==> config.mk <==
export PLATFORM = sky130hd
export DESIGN_NAME = idelay_sweep_ctrl
export DESIGN_NICKNAME = d
export VERILOG_FILES = /design/src/rtl/idelay_sweep_ctrl.sv
export SDC_FILE = /design/constraint.sdc
export NUM_CORES = 1
export LEC_CHECK = 0
export CORE_MARGIN = 2
export CORE_UTILIZATION = 45
export DETAILED_ROUTE_END_ITERATION = 10
export GPL_TIMING_DRIVEN = 0
export PLACE_DENSITY = 0.71
export SLEW_MARGIN = 40
export SYNTH_ARGS = -nofsm -noshare
export SYNTH_HDL_FRONTEND = slang
export SYNTH_SLANG_ARGS = --single-unit
==> constraint.sdc <==
create_clock -name clk -period 3.4 [get_ports clk]
set_input_delay 0.85 -clock clk [delete_from_list [all_inputs] [get_ports clk]]
set_output_delay 0.85 -clock clk [all_outputs]
set_load 0.005 [all_outputs]
==> src/rtl/idelay_sweep_ctrl.sv <==
// idelay_sweep_ctrl: steps one delay cell through a tap range, counts probe ones per point, streams records.
// Optional build macro SWEEP_TIMEOUT_EN: give up on a missing dly_done after TIMEOUT cycles.
module idelay_sweep_ctrl #(
    parameter int DWELL_W = 16,
    parameter int TIMEOUT = 1023
) (
    input  logic               clk,
    input  logic               rst_n,
    input  logic               start,
    input  logic               abort,
    input  logic [8:0]         cfg_first,
    input  logic [8:0]         cfg_last,
    input  logic [8:0]         cfg_step,
    input  logic [DWELL_W-1:0] cfg_dwell,
    output logic               busy,
    output logic               sweep_done,
    output logic               err_timeout,
    output logic               dly_change,
    output logic               dly_read,
    output logic [8:0]         dly_value,
    input  logic               dly_done,
    input  logic [8:0]         dly_readback,
    input  logic               probe,
    output logic               res_valid,
    input  logic               res_ready,
    output logic [8:0]         res_tap,
    output logic [8:0]         res_readback,
    output logic [DWELL_W-1:0] res_ones
);

    typedef enum logic [3:0] {
        S_IDLE,
        S_SET,
        S_WAIT_SET,
        S_DWELL,
        S_RDREQ,
        S_WAIT_RD,
        S_EMIT,
        S_NEXT,
        S_FINISH
    } state_t;

    state_t             r_state;
    state_t             w_next;
    logic [8:0]         r_tap;
    logic [8:0]         r_last;
    logic [8:0]         r_step;
    logic [DWELL_W-1:0] r_dwell;
    logic [DWELL_W-1:0] r_dwell_cnt;
    logic [DWELL_W-1:0] r_ones;
    logic               r_abort_pend;
    logic               r_busy;
    logic               r_sweep_done;
    logic               r_err;
    logic               r_dly_change;
    logic               r_dly_read;
    logic               r_res_valid;
    logic [8:0]         r_res_tap;
    logic [8:0]         r_res_rb;
    logic [9:0]         w_nxt;
    logic               w_abort_any;
    logic               w_tmo_expired;
    logic               w_tmo_hit;

    assign w_abort_any = r_abort_pend | abort;
    // Ten bits so a step past 511 is seen as an overrun rather than wrapping to a low tap.
    assign w_nxt       = {1'b0, r_tap} + {1'b0, r_step};

`ifdef SWEEP_TIMEOUT_EN
    localparam int TMO_W = $clog2(TIMEOUT + 1);
    logic [TMO_W-1:0] r_tmo_cnt;

    assign w_tmo_expired = (r_tmo_cnt == TMO_W'(1));

    always_ff @(posedge clk or negedge rst_n) begin
        if (!rst_n) begin
            r_tmo_cnt <= '0;
        end else if (r_state == S_SET || r_state == S_RDREQ) begin
            r_tmo_cnt <= TMO_W'(TIMEOUT - 1);
        end else if (r_tmo_cnt != '0) begin
            r_tmo_cnt <= r_tmo_cnt - TMO_W'(1);
        end
    end
`else
    assign w_tmo_expired = 1'b0;
`endif

    always_comb begin
        w_next    = r_state;
        w_tmo_hit = 1'b0;
        unique case (r_state)
            S_IDLE:     if (start) w_next = S_SET;
            S_SET:      w_next = S_WAIT_SET;
            S_WAIT_SET: begin
                if (dly_done) begin
                    w_next = w_abort_any ? S_FINISH : S_DWELL;
                end else if (w_tmo_expired) begin
                    w_next    = S_FINISH;
                    w_tmo_hit = 1'b1;
                end
            end
            S_DWELL:    if (r_dwell_cnt <= DWELL_W'(1)) w_next = S_RDREQ;
            S_RDREQ:    w_next = S_WAIT_RD;
            S_WAIT_RD: begin
                if (dly_done) begin
                    w_next = w_abort_any ? S_FINISH : S_EMIT;
                end else if (w_tmo_expired) begin
                    w_next    = S_FINISH;
                    w_tmo_hit = 1'b1;
                end
            end
            S_EMIT:     if (res_ready || abort) w_next = w_abort_any ? S_FINISH : S_NEXT;
            S_NEXT:     w_next = (w_nxt[9] || (w_nxt > {1'b0, r_last})) ? S_FINISH : S_SET;
            S_FINISH:   w_next = S_IDLE;
            default:    w_next = S_IDLE;
        endcase
    end

    always_ff @(posedge clk or negedge rst_n) begin
        if (!rst_n) begin
            r_state      <= S_IDLE;
            r_tap        <= '0;
            r_last       <= '0;
            r_step       <= '0;
            r_dwell      <= '0;
            r_dwell_cnt  <= '0;
            r_ones       <= '0;
            r_abort_pend <= 1'b0;
            r_busy       <= 1'b0;
            r_sweep_done <= 1'b0;
            r_err        <= 1'b0;
            r_dly_change <= 1'b0;
            r_dly_read   <= 1'b0;
            r_res_valid  <= 1'b0;
            r_res_tap    <= '0;
            r_res_rb     <= '0;
        end else begin
            r_state      <= w_next;
            r_busy       <= (w_next != S_IDLE);
            r_sweep_done <= (w_next == S_FINISH);
            r_dly_change <= (w_next == S_SET);
            r_dly_read   <= (w_next == S_RDREQ);
            r_res_valid  <= (w_next == S_EMIT);

            if (r_state == S_IDLE) begin
                r_abort_pend <= 1'b0;
                if (start) begin
                    r_tap   <= cfg_first;
                    r_last  <= cfg_last;
                    r_step  <= (cfg_step == 9'd0) ? 9'd1 : cfg_step;
                    r_dwell <= cfg_dwell;
                    r_err   <= 1'b0;
                end
            end else if (abort) begin
                r_abort_pend <= 1'b1;
            end

            if (w_tmo_hit) r_err <= 1'b1;

            if (r_state == S_DWELL) begin
                if (r_dwell_cnt != '0) r_dwell_cnt <= r_dwell_cnt - DWELL_W'(1);
                if (probe && (r_dwell != '0)) r_ones <= r_ones + DWELL_W'(1);
            end else if (w_next == S_DWELL) begin
                r_dwell_cnt <= r_dwell;
                r_ones      <= '0;
            end

            if (r_state == S_WAIT_RD && dly_done) begin
                r_res_tap <= r_tap;
                r_res_rb  <= dly_readback;
            end

            if (r_state == S_NEXT && w_next == S_SET) r_tap <= w_nxt[8:0];
        end
    end

    assign busy         = r_busy;
    assign sweep_done   = r_sweep_done;
    assign err_timeout  = r_err;
    assign dly_change   = r_dly_change;
    assign dly_read     = r_dly_read;
    assign dly_value    = r_tap;
    assign res_valid    = r_res_valid;
    assign res_tap      = r_res_tap;
    assign res_readback = r_res_rb;
    assign res_ones     = r_ones;

endmodule

== After elaboration in Yosys (flattened, before gate mapping) ==
Index checks and enable logic that the tools add are counted.
Widths: inputs -> output; s select.

* Register bits after elaboration: 103
* Output and inout bits: 49
* Word-level logic and storage cells: 75

* $add $sub $neg: 3
* Order comparisons: 2
* Equality and inequality tests: 14
* Multiplexer cells: 22
* Bitwise logic cells: 1
* Reduce and logical (&&, ||, !) cells: 18

{| class="wikitable"
|+ Operators with widths
! cell !! number
|-
| $mux 16 || 6
|-
| $mux 4 || 9
|-
| $mux 9 || 4
|-
| $pmux 4 s8 || 1
|-
| $reduce_bool 16->1 || 2
|-
| $eq 4x3->1 const B || 6
|-
| $add 16x1->16 const B || 1
|-
| $le 16x1->1 const B || 1
|-
| $sub 16x1->16 const B || 1
|-
| $eq 4x2->1 const B || 3
|-
| $add 9x9->10 || 1
|-
| $gt 10x9->1 || 1
|-
| $logic_not 9->1 || 1
|-
| $eq 4x1->1 const B || 2
|-
| $reduce_and 2->1 || 4
|-
| $reduce_bool 2->1 || 4
|-
| $eq 4x4->1 const B || 1
|-
| $logic_not 4->1 || 1
|-
| $ne 2x1->1 const B || 2
|-
| $reduce_bool 4->1 || 1
|-
| $logic_and 1x1->1 || 3
|-
| $logic_or 1x1->1 || 2
|-
| $mux 1 || 2
|-
| $or 1x1->1 || 1
|}

== Logic depth before layout (Yosys ltp) ==
* Depth in word-level cells: 9
* Gate-level depth with buffers: 18

== Worst setup path before layout ==
No wires, ideal clock.

* Kind: register to register
* Start: reg r_tap[0] (netlist: dly_value[0])
* End: reg r_tap[0] (netlist: dly_value[0])
* Library setup time: 0.147 ns
* Arrival: 3.213 ns
* Slack: 0.040 ns
* Stages on the path, launching flop included: 18
* Buffers on the path: 0
* Clock period less this slack: 3.360 ns
* Cells stage by stage: dfrtp_1 -> ha_1 -> inv_1 -> fa_1 -> inv_1 -> a21o_1 -> a211oi_1 -> o21bai_1 -> a21oi_1 -> xor2_1 -> inv_1 -> ha_1 -> nor4_1 -> o221a_2 -> a211o_1 -> o211ai_1 -> a21oi_2 -> o221ai_1

* Word-level cells in the longest chain between the ends: 9
* Elaborated cells on any way between the ends: 11

{| class="wikitable"
|+ RTL lines
! item !! line !! source
|-
| start, declared || 45 || <nowiki>logic [8:0] r_tap;</nowiki>
|-
| start signal, assigned || 148 || <nowiki>r_tap <= cfg_first;</nowiki>
|-
| start signal, assigned || 173 || <nowiki>if (r_state == S_NEXT && w_next == S_SET) r_tap <= w_nxt[8:0];</nowiki>
|-
| $add 9x9->10 (*) || 67 || <nowiki>assign w_nxt = {1'b0, r_tap} + {1'b0, r_step};</nowiki>
|-
| $gt 10x9->1 || 113 || <nowiki>S_NEXT: w_next = (w_nxt[9] || (w_nxt > {1'b0, r_last})) ? S_FINISH : S_SET;</nowiki>
|-
| $logic_or 1x1->1 || 113 ||
|-
| $mux 4 || 113 ||
|-
| $pmux 4 s8 || 91 || <nowiki>unique case (r_state)</nowiki>
|-
| $eq 4x1->1 || 173 ||
|-
| $logic_and 1x1->1 || 173 ||
|-
| $reduce_bool 2->1 (no source line) || n/a ||
|-
| $reduce_and 2->1 (no source line) || n/a ||
|}

Mark *: on every way between the ends. The rest lies on a longest branch, timed or not.
A chain may end at the register's enable or synchronous reset.

== Final worst setup path ==
* Start: reg r_step[1]
* End: reg r_tap[7] (netlist: dly_value[7])

* Word-level cells in the longest chain between the ends: 9
* Elaborated cells on any way between the ends: 11

{| class="wikitable"
|+ RTL lines
! item !! line !! source
|-
| start, declared || 47 || <nowiki>logic [8:0] r_step;</nowiki>
|-
| start signal, assigned || 150 || <nowiki>r_step <= (cfg_step == 9'd0) ? 9'd1 : cfg_step;</nowiki>
|-
| $add 9x9->10 (*) || 67 ||
|-
| $gt 10x9->1 || 113 ||
|-
| $logic_or 1x1->1 || 113 ||
|-
| $mux 4 || 113 ||
|-
| $pmux 4 s8 || 91 ||
|-
| $eq 4x1->1 || 173 ||
|-
| $logic_and 1x1->1 || 173 ||
|-
| $reduce_bool 2->1 (no source line) || n/a ||
|-
| $reduce_and 2->1 (no source line) || n/a ||
|}

Marks and branches as above.

==> results.py <==
metrics = {
    "timing": {
        "finalCritPeriodShare_pct": 107,
        "fmax_mhz": 275,
        "min_period_ns": 3.64,
        "hold_violations": 0,
        "maxSlewViolCount": 0,
        "finalClockSkew_ns": 0.00948,
        "layout_setup_ws_ns": -0.236,
        "rsz0062_at_grt": "true",
        "setup_viol": 12,
        "fin_hold_ws_ns": 0.423,
        "max-slew-margin-rel_pct": 44.1,
        "max_slew.worst_pin.slew_ns": 0.833,
    },
    "clock_network": {
        "clk_path_buf_depth": 2,
        "cts-root-buf": "clkbuf_16",
        "cts_tree": "built",
        "worstSkewPairLatency_ns": 0.35,
        "hold_buffers": 0,
        "cts_buffers": 9,
        "htreeDepth": 3,
        "clkSinkCount": 103,
        "clk_pin_slew_ns": 0.07,
    },
    "synth": {
        "ys_seq_area_share_pct": 48.5,
        "synth_ff_type": "dfrtp_1",
        "synthAdderAreaFrac_pct": 5.33,
        "synth_cells": 581,
        "synth_top_cell_area_share_pct": 48.5,
        "synth-simple-area-share_pct": 20.5,
        "synthTopCellsByArea": "dfrtp_1, nand2_1, ha_1",
        "ys_ff_latch": 103,
        "synthTopCellsByCount": "nand2_1, dfrtp_1, nor2_1, o21ai_0, inv_1",
        "yosys.area.top_type": "dfrtp_1",
        "yosysMostFrequentCell": "nand2_1",
        "synth_edf_count": 0,
        "syn-num-nets": 662,
        "synthMuxAreaShare_pct": 4.19,
        "synthArstFlopShare_pct": 100,
        "yosysUniqueCellTypes": 57,
        "synth_compound_area_share_pct": 14.3,
        "ys_warn_count": 0,
        "synth_xor_area_share_pct": 2.80,
        "synth_top_family_by_area": "simple AND/OR/NAND/NOR gates",
        "syn_area_sq_um": 5310,
        "syn_avg_cell_area_sq_um": 9.14,
    },
    "power": {
        "switching_share_pct": 39.7,
        "p_switching_mw": 2.58,
        "finalPower_mw": 6.51,
        "peakVddDrop_v": 0.000802,
        "clkPwrFrac_pct": 17.9,
        "p_per_area_nw_per_um2": 895,
        "internal_power_mw": 3.93,
        "seqPwrFrac_pct": 30.2,
        "p_leak_nw": 3.25,
        "combinationalPowerShare_pct": 51.9,
    },
    "place": {
        "place_congestion": 0.889,
        "io_buffers": 106,
        "dp_hpwl_um": 9710,
        "preCtsSetupSlack_ns": -0.635,
        "dpl.cell_count": 831,
    },
    "run_status": {
        "violations": "negative setup slack",
        "outcome": "finished, violations left",
    },
    "critical_path": {
        "start_kind": "register",
        "crit_start": "r_step[1]",
        "critPathArrivalTime_ns": 3.85,
        "path_class": "register to register",
        "critPathMaxFanout": 6,
        "cp.required_ns": 3.62,
        "crit_end": "dly_value[7]",
        "r2r_start": "r_step[1]",
        "worst_r2r_endpoint": "dly_value[7]",
        "reg2reg_depth": 17,
        "r2r_setup_slack_ns": -0.24,
        "crit_path_end_kind": "register",
    },
    "flow_run": {
        "maxCapViolations": 0,
    },
    "drt": {
        "via_count": 4752,
        "drt_pass1_iterations": 5,
        "ant_nets": 0,
        "drt_iter0_drc": 304,
        "routedLengthMet1_um": 6040,
        "routed.top_layer": "met4",
        "finalWirelength_um": 13700,
        "drt-wirelength-per-cell_um": 15.8,
        "drc_errors": 0,
        "wl_met2_um": 6530,
        "dr_wl_met3_um": 961,
        "vias_per_cell": 5.47,
    },
    "floorplan": {
        "fp.dieH_um": 113,
        "die-area_sq_um": 12700,
        "start_util_pct": 46.3,
        "die_x_um": 113,
        "rows": 39,
        "core_area_sq_um": 11500,
        "ios": 108,
    },
    "finish": {
        "fillers": 941,
        "fin_cells": 868,
        "drive_gt1_share_pct": 13.0,
        "n_antenna_cell": 0,
        "area_growth_pct": 36.9,
        "num-nets-final": 801,
    },
    "grt": {
        "grt-ovfl-total": 0,
        "grt_pass1_wl_um": 22500,
        "grt_start_max_net_pins": 57,
        "grt_use_total_pct": 22.0,
        "antenna_found_initial": 0,
        "grt_pass1_vias": 4612,
    },
    "worst_hold_path": {
        "min_path_type": "primary input to asynchronous set/reset pin",
    },
}
==> per-layer routing <==
layer / up-vias / GRT usage [%]
li1: 2289 / -
met1: 2252 / 30.2
met2: 195 / 35.1
met3: 16 / 4.75
met4: 0 / 6.59
met5: - / 0
==> placed cells by master, fill, tap and decap left out, types with 3 or more instances in the layout <==
cell type / instances
o221ai_1: 5
mux2_2: 18
buf_2: 5
xor2_1: 7
or3_1: 3
nor2b_1: 6
clkbuf_1: 14
xnor2_1: 8
o21ai_0: 43
o22ai_1: 6
buf_6: 3
buf_4: 18
clkbuf_16: 9
dfrtp_1: 101
inv_1: 34
o21a_1: 3
o211ai_1: 4
nand2b_1: 5
nor4_1: 9
nor2_1: 47
ha_4: 6
and3_1: 5
bufinv_16: 3
clkdlybuf4s50_1: 105
a22oi_1: 6
a31oi_1: 3
nor3_1: 8
ha_1: 15
nand4_1: 8
nand3_1: 13
a21o_1: 4
nand2_1: 110
a21oi_1: 29
==> power groups by stage <==
| stage | Combinational, mW | Clock (mW) | Sequential (mW) |
|---|---|---|---|
| after global routing | 3.73 | 1.23 | 2.01 |
| after global placement | 2.57 | 0 | 1.95 |
| final | 3.38 | 1.17 | 1.97 |
| after CTS | 3.14 | 1.18 | 1.95 |
| after detailed placement | 2.66 | 0 | 1.97 |
| after floorplan | 1.89 | 0 | 1.86 |
==> cell families (layout without fill, tap and decap cells) <==
kind of cell               Yosys count  after routing
adders and majority gates           22             22
AOI/OAI and AO/OA                  125            125
and+or+nand+nor                    236            236
xor gates and xnor gates            17             17
DFF                                103            103
buffers and inverters               57            201
muxes                               20             20
other                                1              1
==> what timing repair did <==
item	in CTS	in global routing
setup endpoints to repair	14	14
gates resized for setup	24	10
pin swaps	10	12
buffers inserted	19	2
==> state kept, by name (all words and copies together), names as in the netlist, 4 cells and up <==
signal,cells
r_step,9
r_dwell_cnt,16
r_state,4
r_last,9
dly_value,9
res_tap,9
res_ones,16
r_dwell,16
res_readback,9
==> final cells by class <==
class	instances	area (sq um)	area share, %
Buffer	23	108	1.48
Clock inverter	6	109	1.50
Tap cell	143	179	2.46
Sequential cell	103	2580	35.5
Inverter	34	128	1.75
Multi-Input combinational cell	421	2670	36.6
Timing Repair Buffer	128	1270	17.5
Clock buffer	10	229	3.15
==> how the worst min path moves through the flow <==
stage                    start               to  slack [ns]  cells past startpoint
2_1_floorplan        r_step[2]        r_step[2]        0.45                      2
3_3_place_gp         r_last[0]        r_last[0]        0.47                      2
3_5_place_dp   r_dwell_cnt[14]  r_dwell_cnt[14]        0.48                      1
4_1_cts                  rst_n       res_tap[4]        0.43                      1
5_1_grt                  rst_n       res_tap[4]        0.45                      1
6_report                 rst_n       res_tap[4]        0.42                      1
==> per-stage QoR <==
step	utilization, %	setup TNS [ns]	cell area, sq um
global route	63.4	-4.25	7270
finish	63.4	-2.28	7270
detailed placement	57.4	-6.48	6580
floorplan	-	0	5310
CTS	62.7	-1.86	7190
global placement	57.1	-251.63	6550
==> critical path: stages (launching register included) <==
cell and delay [ns]:
dfrtp_1 0.42, ha_4 0.26, a211oi_2 0.20, nor2_1 0.09
o21a_1 0.23, a21oi_2 0.12, o21bai_1 0.08, xnor2_1 0.25
inv_1 0.13, ha_4 0.23, a22o_1 0.21, nor4_2 0.23
o221a_2 0.21, a211o_1 0.14, o211ai_1 0.21, a21oi_4 0.21
buf_6 0.15, o221ai_1 0.12
Note: power is estimated with default switching activity, not from simulation.
